<file path="config.mk">
export PLATFORM = sky130hd
export DESIGN_NAME = sensor_conditioner
export DESIGN_NICKNAME = d
export VERILOG_FILES = /design/src/rtl/sensor_conditioner.sv
export SDC_FILE = /design/constraint.sdc
export NUM_CORES = 1
export LEC_CHECK = 0
export BUFFER_PORTS_ARGS = -buffer_cell sky130_fd_sc_hd__buf_2
export CAP_MARGIN = 20
export CORE_MARGIN = 2
export CORE_UTILIZATION = 40
export CTS_CLUSTER_SIZE = 8
export DETAILED_ROUTE_END_ITERATION = 10
export SLEW_MARGIN = 20
export SYNTH_ARGS = -nofsm -noshare
export SYNTH_HDL_FRONTEND = slang
export SYNTH_SLANG_ARGS = --single-unit
</file>
<file path="constraint.sdc">
create_clock -name clk -period 2.9 [get_ports clk]
set_clock_uncertainty 0.2 [all_clocks]
set_input_delay 0.145 -clock clk [delete_from_list [all_inputs] [get_ports clk]]
set_output_delay 0.145 -clock clk [all_outputs]
set_load 0.01 [all_outputs]
</file>
<file path="src/rtl/sensor_conditioner.sv">
// Sensor front end: synchronises and debounces the door/fire contacts, box-averages
// the temperature/luminance ADC codes over 4 ticks and derives hot/dark hysteresis flags.

module sensor_debounce #(
    parameter int DEB_TICKS = 3
) (
    input  logic clk,
    input  logic reset,
    input  logic tick,
    input  logic s,
    output logic sen
);
    localparam logic [3:0] DEB4 = 4'(DEB_TICKS);

    typedef enum logic {STABLE, PENDING} state_t;

    state_t     state, state_n;
    logic [3:0] cnt, cnt_n;
    logic       out_q, out_n;

    always_ff @(posedge clk) begin
        if (reset) begin
            state <= STABLE;
            cnt   <= '0;
            out_q <= 1'b0;
        end else begin
            state <= state_n;
            cnt   <= cnt_n;
            out_q <= out_n;
        end
    end

    // A changed level must be seen on DEB_TICKS consecutive ticks; one agreeing tick restarts.
    always_comb begin
        state_n = state;
        cnt_n   = cnt;
        out_n   = out_q;
        case (state)
            STABLE: begin
                if (tick && s != out_q) begin
                    if (DEB4 == 4'd1) begin
                        out_n = ~out_q;
                    end else begin
                        state_n = PENDING;
                        cnt_n   = 4'd1;
                    end
                end
            end
            PENDING: begin
                if (tick) begin
                    if (s == out_q) begin
                        state_n = STABLE;
                        cnt_n   = '0;
                    end else if (cnt + 4'd1 == DEB4) begin
                        state_n = STABLE;
                        cnt_n   = '0;
                        out_n   = ~out_q;
                    end else begin
                        cnt_n = cnt + 4'd1;
                    end
                end
            end
            default: begin
                state_n = STABLE;
                cnt_n   = '0;
            end
        endcase
    end

    always_comb begin
        sen = out_q;
    end
endmodule

module sensor_conditioner #(
    parameter int TICK_DIV  = 10,
    parameter int DEB_TICKS = 3,
    parameter int TEMP_HI   = 72,
    parameter int TEMP_LO   = 68,
    parameter int LUM_LO    = 13,
    parameter int LUM_HI    = 17
) (
    input  logic       clk,
    input  logic       reset,
    input  logic       d_raw,
    input  logic       f_raw,
    input  logic [7:0] temp_raw,
    input  logic [7:0] lum_raw,
    output logic       d_sen,
    output logic       f_sen,
    output logic [7:0] temp_sen,
    output logic [7:0] lum_sen,
    output logic       avg_valid,
    output logic       hot,
    output logic       dark
);
    localparam int TW = (TICK_DIV > 2) ? $clog2(TICK_DIV) : 1;
    localparam logic [TW-1:0] TICK_LAST = TW'(TICK_DIV - 1);
    localparam logic [7:0] T_HI = 8'(TEMP_HI);
    localparam logic [7:0] T_LO = 8'(TEMP_LO);
    localparam logic [7:0] L_LO = 8'(LUM_LO);
    localparam logic [7:0] L_HI = 8'(LUM_HI);

    logic [TW-1:0] tick_cnt;
    logic          tick;

    assign tick = (tick_cnt == TICK_LAST);

    always_ff @(posedge clk) begin
        if (reset || tick) tick_cnt <= '0;
        else               tick_cnt <= tick_cnt + TW'(1);
    end

    // Two-flop synchronisers; bit 1 is the metastability-safe level.
    logic [1:0] sync_d, sync_f;

    always_ff @(posedge clk) begin
        if (reset) begin
            sync_d <= '0;
            sync_f <= '0;
        end else begin
            sync_d <= {sync_d[0], d_raw};
            sync_f <= {sync_f[0], f_raw};
        end
    end

    sensor_debounce #(.DEB_TICKS(DEB_TICKS)) u_deb_d (
        .clk(clk), .reset(reset), .tick(tick), .s(sync_d[1]), .sen(d_sen)
    );

    sensor_debounce #(.DEB_TICKS(DEB_TICKS)) u_deb_f (
        .clk(clk), .reset(reset), .tick(tick), .s(sync_f[1]), .sen(f_sen)
    );

    logic [9:0] acc_t, acc_l, sum_t, sum_l;
    logic [7:0] avg_t, avg_l;
    logic [1:0] scnt;

    assign sum_t = acc_t + {2'b00, temp_raw};
    assign sum_l = acc_l + {2'b00, lum_raw};
    assign avg_t = 8'(sum_t >> 2);
    assign avg_l = 8'(sum_l >> 2);

    // The 4th tick of a window publishes the averages and flags together and restarts the sums.
    always_ff @(posedge clk) begin
        if (reset) begin
            acc_t     <= '0;
            acc_l     <= '0;
            scnt      <= '0;
            temp_sen  <= '0;
            lum_sen   <= '0;
            avg_valid <= 1'b0;
            hot       <= 1'b0;
            dark      <= 1'b0;
        end else begin
            avg_valid <= 1'b0;
            if (tick) begin
                scnt <= scnt + 2'd1;
                if (scnt == 2'd3) begin
                    acc_t     <= '0;
                    acc_l     <= '0;
                    temp_sen  <= avg_t;
                    lum_sen   <= avg_l;
                    avg_valid <= 1'b1;
                    if (avg_t >= T_HI)      hot <= 1'b1;
                    else if (avg_t <= T_LO) hot <= 1'b0;
                    if (avg_l <= L_LO)      dark <= 1'b1;
                    else if (avg_l >= L_HI) dark <= 1'b0;
                end else begin
                    acc_t <= sum_t;
                    acc_l <= sum_l;
                end
            end
        end
    end
endmodule

</file>
* After elaboration in Yosys (flattened, before gate mapping)
Cells that the tools add are included.
** Storage, ports and cells
- Register bits after elaboration :: 61
- Input port bits :: 20
- Output and inout bits :: 21
- Logic and storage cells :: 86
** Cells by class
- Add/sub/neg operators :: 6
- Order comparisons :: 4
- Equal/unequal tests :: 12
- Muxes and demuxes :: 27
- Bitwise operators :: 7
- Reductions and logical operators :: 13
** Operators by type and width (number)
- 4-bit 2-to-1 mux :: 8
- 10-bit by 8-bit adder with 10-bit output :: 2
- 10-bit 2-to-1 mux :: 2
- 4-bit one-hot mux with 2 select lines :: 2
- 1-bit 2-to-1 mux :: 13
- 4-bit by 1-bit adder with 4-bit output (second input constant) :: 3
- 4-bit by 2-bit == test with 1-bit output (second input constant) :: 2
- 8-bit by 5-bit greater-or-equal comparator with 1-bit output (second input constant) :: 1
- 8-bit by 7-bit greater-or-equal comparator with 1-bit output (second input constant) :: 1
- 8-bit by 4-bit less-or-equal comparator with 1-bit output (second input constant) :: 1
- 8-bit by 7-bit less-or-equal comparator with 1-bit output (second input constant) :: 1
- 4-bit AND reduction :: 2
- 1-bit inverter :: 7
- 2-bit AND reduction :: 3
- 3-bit AND reduction :: 2
- 4-bit == test (second input constant) :: 1
- 2-bit by 1-bit != test with 1-bit output (second input constant) :: 2
- 2-bit != test (second input constant) :: 2
- 1-bit one-hot mux with 2 select lines :: 2
- 2-bit nonzero test :: 2
- 2-bit by 1-bit adder with 2-bit output (second input constant) :: 1
- 1-bit == test :: 2
- 2-bit == test (second input constant) :: 1
- 1-bit logical AND :: 2
- other kinds (3) :: 4

* Logic depth before layout (Yosys ltp)
- Depth after elaboration :: 6
- Gate-level depth with buffers :: 10
- Depth with buffers taken out :: 9

* Cells and area by module
A second synthesis with hierarchy kept.
** Second synthesis, totals
- Cells, all modules :: 370
- Area, all modules :: 3264.4 µm²
** By module, submodules not included
- sensor_conditioner :: times used 1, cells each 278, area an instance 2503.7 µm², sequential area each 980.9 µm²
- sensor_debounce :: times used 2, cells each 46, area an instance 380.4 µm², sequential area each 120.1 µm²

* Worst setup path after synthesis
Ideal clock, no wire load.
- Path kind :: reg-to-reg
- From :: register acc_t[0]
- To :: register acc_t[8]
- Library setup time :: 0.117 ns
- Arrival :: 2.086 ns
- Required time :: 2.583 ns
- Setup slack :: 0.496 ns
- Cell stages (with the launch flop) :: 9
- Path buffers :: 0
- Clock period less this slack :: 2.404 ns
- Cells stage by stage :: dfxtp_1 ha_1 inv_1 fa_1 nand2b_1 a21oi_2 nor3_1 or4_4 a32o_1
** Between the ends
- Word-level cells in the longest chain between the ends :: 2
** RTL lines
- start, declared :: line 135 : logic [9:0] acc_t, acc_l, sum_t, sum_l;
- start signal, assigned :: line 170 : acc_t <= sum_t;
- 10-bit by 8-bit adder with 10-bit output :: line 139 : assign sum_t = acc_t + {2'b00, temp_raw};
- 10-bit 2-to-1 mux :: line 159 : if (scnt == 2'd3) begin
Every way passes these cells.
A chain may end at the register's enable or synchronous reset.

* Worst setup path in the final report
- From :: input port temp_raw[0]
- To :: register acc_t[8]
** Between the ends
- Word-level cells in the longest chain between the ends :: 2
** RTL lines
- start, declared :: line 87 : input logic [7:0] temp_raw,
- 10-bit by 8-bit adder with 10-bit output :: line 139
- 10-bit 2-to-1 mux :: line 159
Every way passes these cells.

==> impl_metrics.toml <==
[drt]
drt-initial-drc-count = 119
wl_um = 6810
via_count = 2645
route.detailed.drc = 0
firstDrtPassIters = 4
wire_per_inst_um = 13.3
ant_nets = 0
vias_per_cell = 5.16

[yosys]
synth_top_area_share = 0.393
yosysWarnings = 0
avgSynthCellArea_um2 = 8.74
synth_area_mm2 = 0.00311
syn_nets = 401
ys_top_cells_by_area = "dfxtp_1, ha_1, a21oi_1, nor2_1, nand2_1"
synth_edf_count = 0
synth-seq-cells = 61
ys_seq_area_frac = 0.393
synth_top_area_cell = "dfxtp_1"
async_reset_ff_frac = 0
synth.distinct_cells = 51
synthCells = 356
synthFlopType = "dfxtp_1"

[sta]
min_period_over_period = 0.899
holdWs_ps = 57.1
slew_headroom = 0.691
finalSetupViolations = 0
worstMarginPinSlew_ps = 464
rsz0062_at_grt = "no"
setup_total_negative_slack_ps = 0
hold_viol = 0
final.min_clock_period_ps = 2610
max_freq_ghz = 0.383
maxSlewViolCount = 0

[worst_setup_path]
worstPathArrival_ps = 2650
start_kind = "primary input"
path_max_fanout = 3
path_class = "primary input to flop"
crit_chain = "dlygate4sd3_1 > buf_2 > ha_1 > inv_1 > fa_1 > nand2b_1 > a21oi_2 > nor3_1 > or4_4 > a32o_1"
cpMaxStageDelayCell = "or4_4"
cp-end-kind = "flop"
cpPeakStageDelay_ps = 530
worst-endpoint-required_ps = 2940

[hold_path]
hp-class = "primary input to flop"

[cells_and_area]
syn_to_final_growth_pct = 19.5
layout.nets = 451
drive_gt1_frac = 0.185
n_antenna_cell = 0
layout_commonest_cell = "dfxtp_1"
final_cell_mix = "dfxtp_1, buf_2, nor2_1, a21oi_1, nand2_1"

[cts]
hold_buffers = 6
cts_tree = "yes"
cts-resized-gates = 0
cts_setup_buffers = 0
clk_pin_slew_ps = 60
cts_root_buf = "clkbuf_8"
clk_latency_ps = 350
cts_inserted_buffers = 9
ctsHtreeMaxLevel = 3
cts_max_path_buffers = 2
clock-sinks = 61

[global_route]
first_global_vias = 2444
grt_max_degree = 22
grt_pass1_wl_um = 11600
grt_usage = 0.175
grt_overflow = 0
antenna_found_initial = 0

[power_and_ir_drop]
pwr_density_cell_mw_per_mm2 = 487
p_total_mw = 1.81
p_leak_nw = 1.53
vdd_drop_max_mv = 0.281

[placed_design]
numPortBuffers = 40
gp_congestion = 0.863
dp_hpwl_um = 4890

[flow_run]
drv_cap = 0

[die]
coreArea_mm2 = 0.00765
io_pins = 41
die_x_um = 92.2
rows = 32
die-area_mm2 = 0.00850
start_util = 0.407
fp.dieH_um = 92.2

[status]
status = "completed"
stage by stage:
step / std cells / worst slack [ps] / instance area, um2 / util
6_report: 513 / 292 / 3720 / 0.486
5_1_grt: 513 / 178 / 3720 / 0.486
4_1_cts: 513 / 306 / 3720 / 0.486
3_5_place_dp: 491 / 369 / 3430 / 0.449
3_3_place_gp: 491 / 413 / 3430 / 0.449
2_1_floorplan: 356 / 496 / 3110 / -
critical path, delay by kind of cell:
family | cells | cell delay, ps
simple gates | 3 | 820
fa+ha+maj | 2 | 560
buf+inv | 3 | 670
compound gates | 2 | 450
layout make-up:
cell class	count	area (um2)
Clock buffer	12	155
Clock inverter	4	70.1
Timing Repair Buffer	52	305
Tap cell	102	128
Inverter	11	41.3
Multi-Input combinational cell	271	1800
Fill cell	746	3930
Sequential cell	61	1220
state kept, by name (all words and copies together), names as in the netlist, 2 cells and up:
signal	count
tick_cnt	4
temp_sen	8
scnt	2
lum_sen	8
sync_d	2
acc_l	10
u_deb_d.cnt	4
sync_f	2
u_deb_f.cnt	4
acc_t	10
power by group:
| part | total [mW] | internal, mW | switching, mW | leakage, nW |
|---|---|---|---|---|
| Sequential | 0.848 | 0.844 | 0.00424 | 0.493 |
| Combinational | 0.0990 | 0.0420 | 0.0570 | 0.920 |
| Clock | 0.862 | 0.528 | 0.334 | 0.116 |
| Total | 1.81 | 1.41 | 0.395 | 1.53 |
final timing paths:
check / slack (ps) / depth (start not counted) / from / end
min reg2reg: 230 / 1 / sync_f[0] / sync_f[1]
min: 60 / 4 / temp_raw[1] / acc_t[1]
max: 290 / 10 / temp_raw[0] / acc_t[8]
max reg2reg: 370 / 8 / acc_t[0] / acc_t[8]
cells by family (layout without fill, tap and decap cells):
kind of cell / Yosys count / in the layout / synth area share
AOI/OAI and AO/OA: 106 / 106 / 0.229
xor gates and xnor gates: 18 / 18 / 0.0531
adders and majority gates: 25 / 25 / 0.105
buffers and inverters: 24 / 79 / 0.0302
DFF: 61 / 61 / 0.393
muxes: 3 / 3 / 0.0109
and+or+nand+nor: 119 / 119 / 0.179
Yosys cell counts (3+ instances only):
master and count:
o31ai_1 3, nor2_1 39, o21ai_0 15, nand3_1 8, inv_1 10, xor2_1 14
nor4_1 3, a211oi_2 3, nor2b_1 4, nand2_1 35, ha_1 23, o22ai_1 3
nor3_1 7, and2_1 3, a22o_1 12, o21ai_1 3, o21a_1 5, a21oi_1 36
mux2_2 3, o211ai_1 5, nand2b_1 7, clkbuf_1 9, buf_2 3, xnor2_1 3
a211oi_1 5, dfxtp_1 61
per-layer routing:
metal	GRT usage	share of wire	up-vias
met1	0.238	0.50	1216
met2	0.259	0.44	51
met3	0.0559	0.052	7
met5	0	0	-
li1	-	-	1371
met4	0.0634	0.014	0
Power figures use the tool's default switching activity.
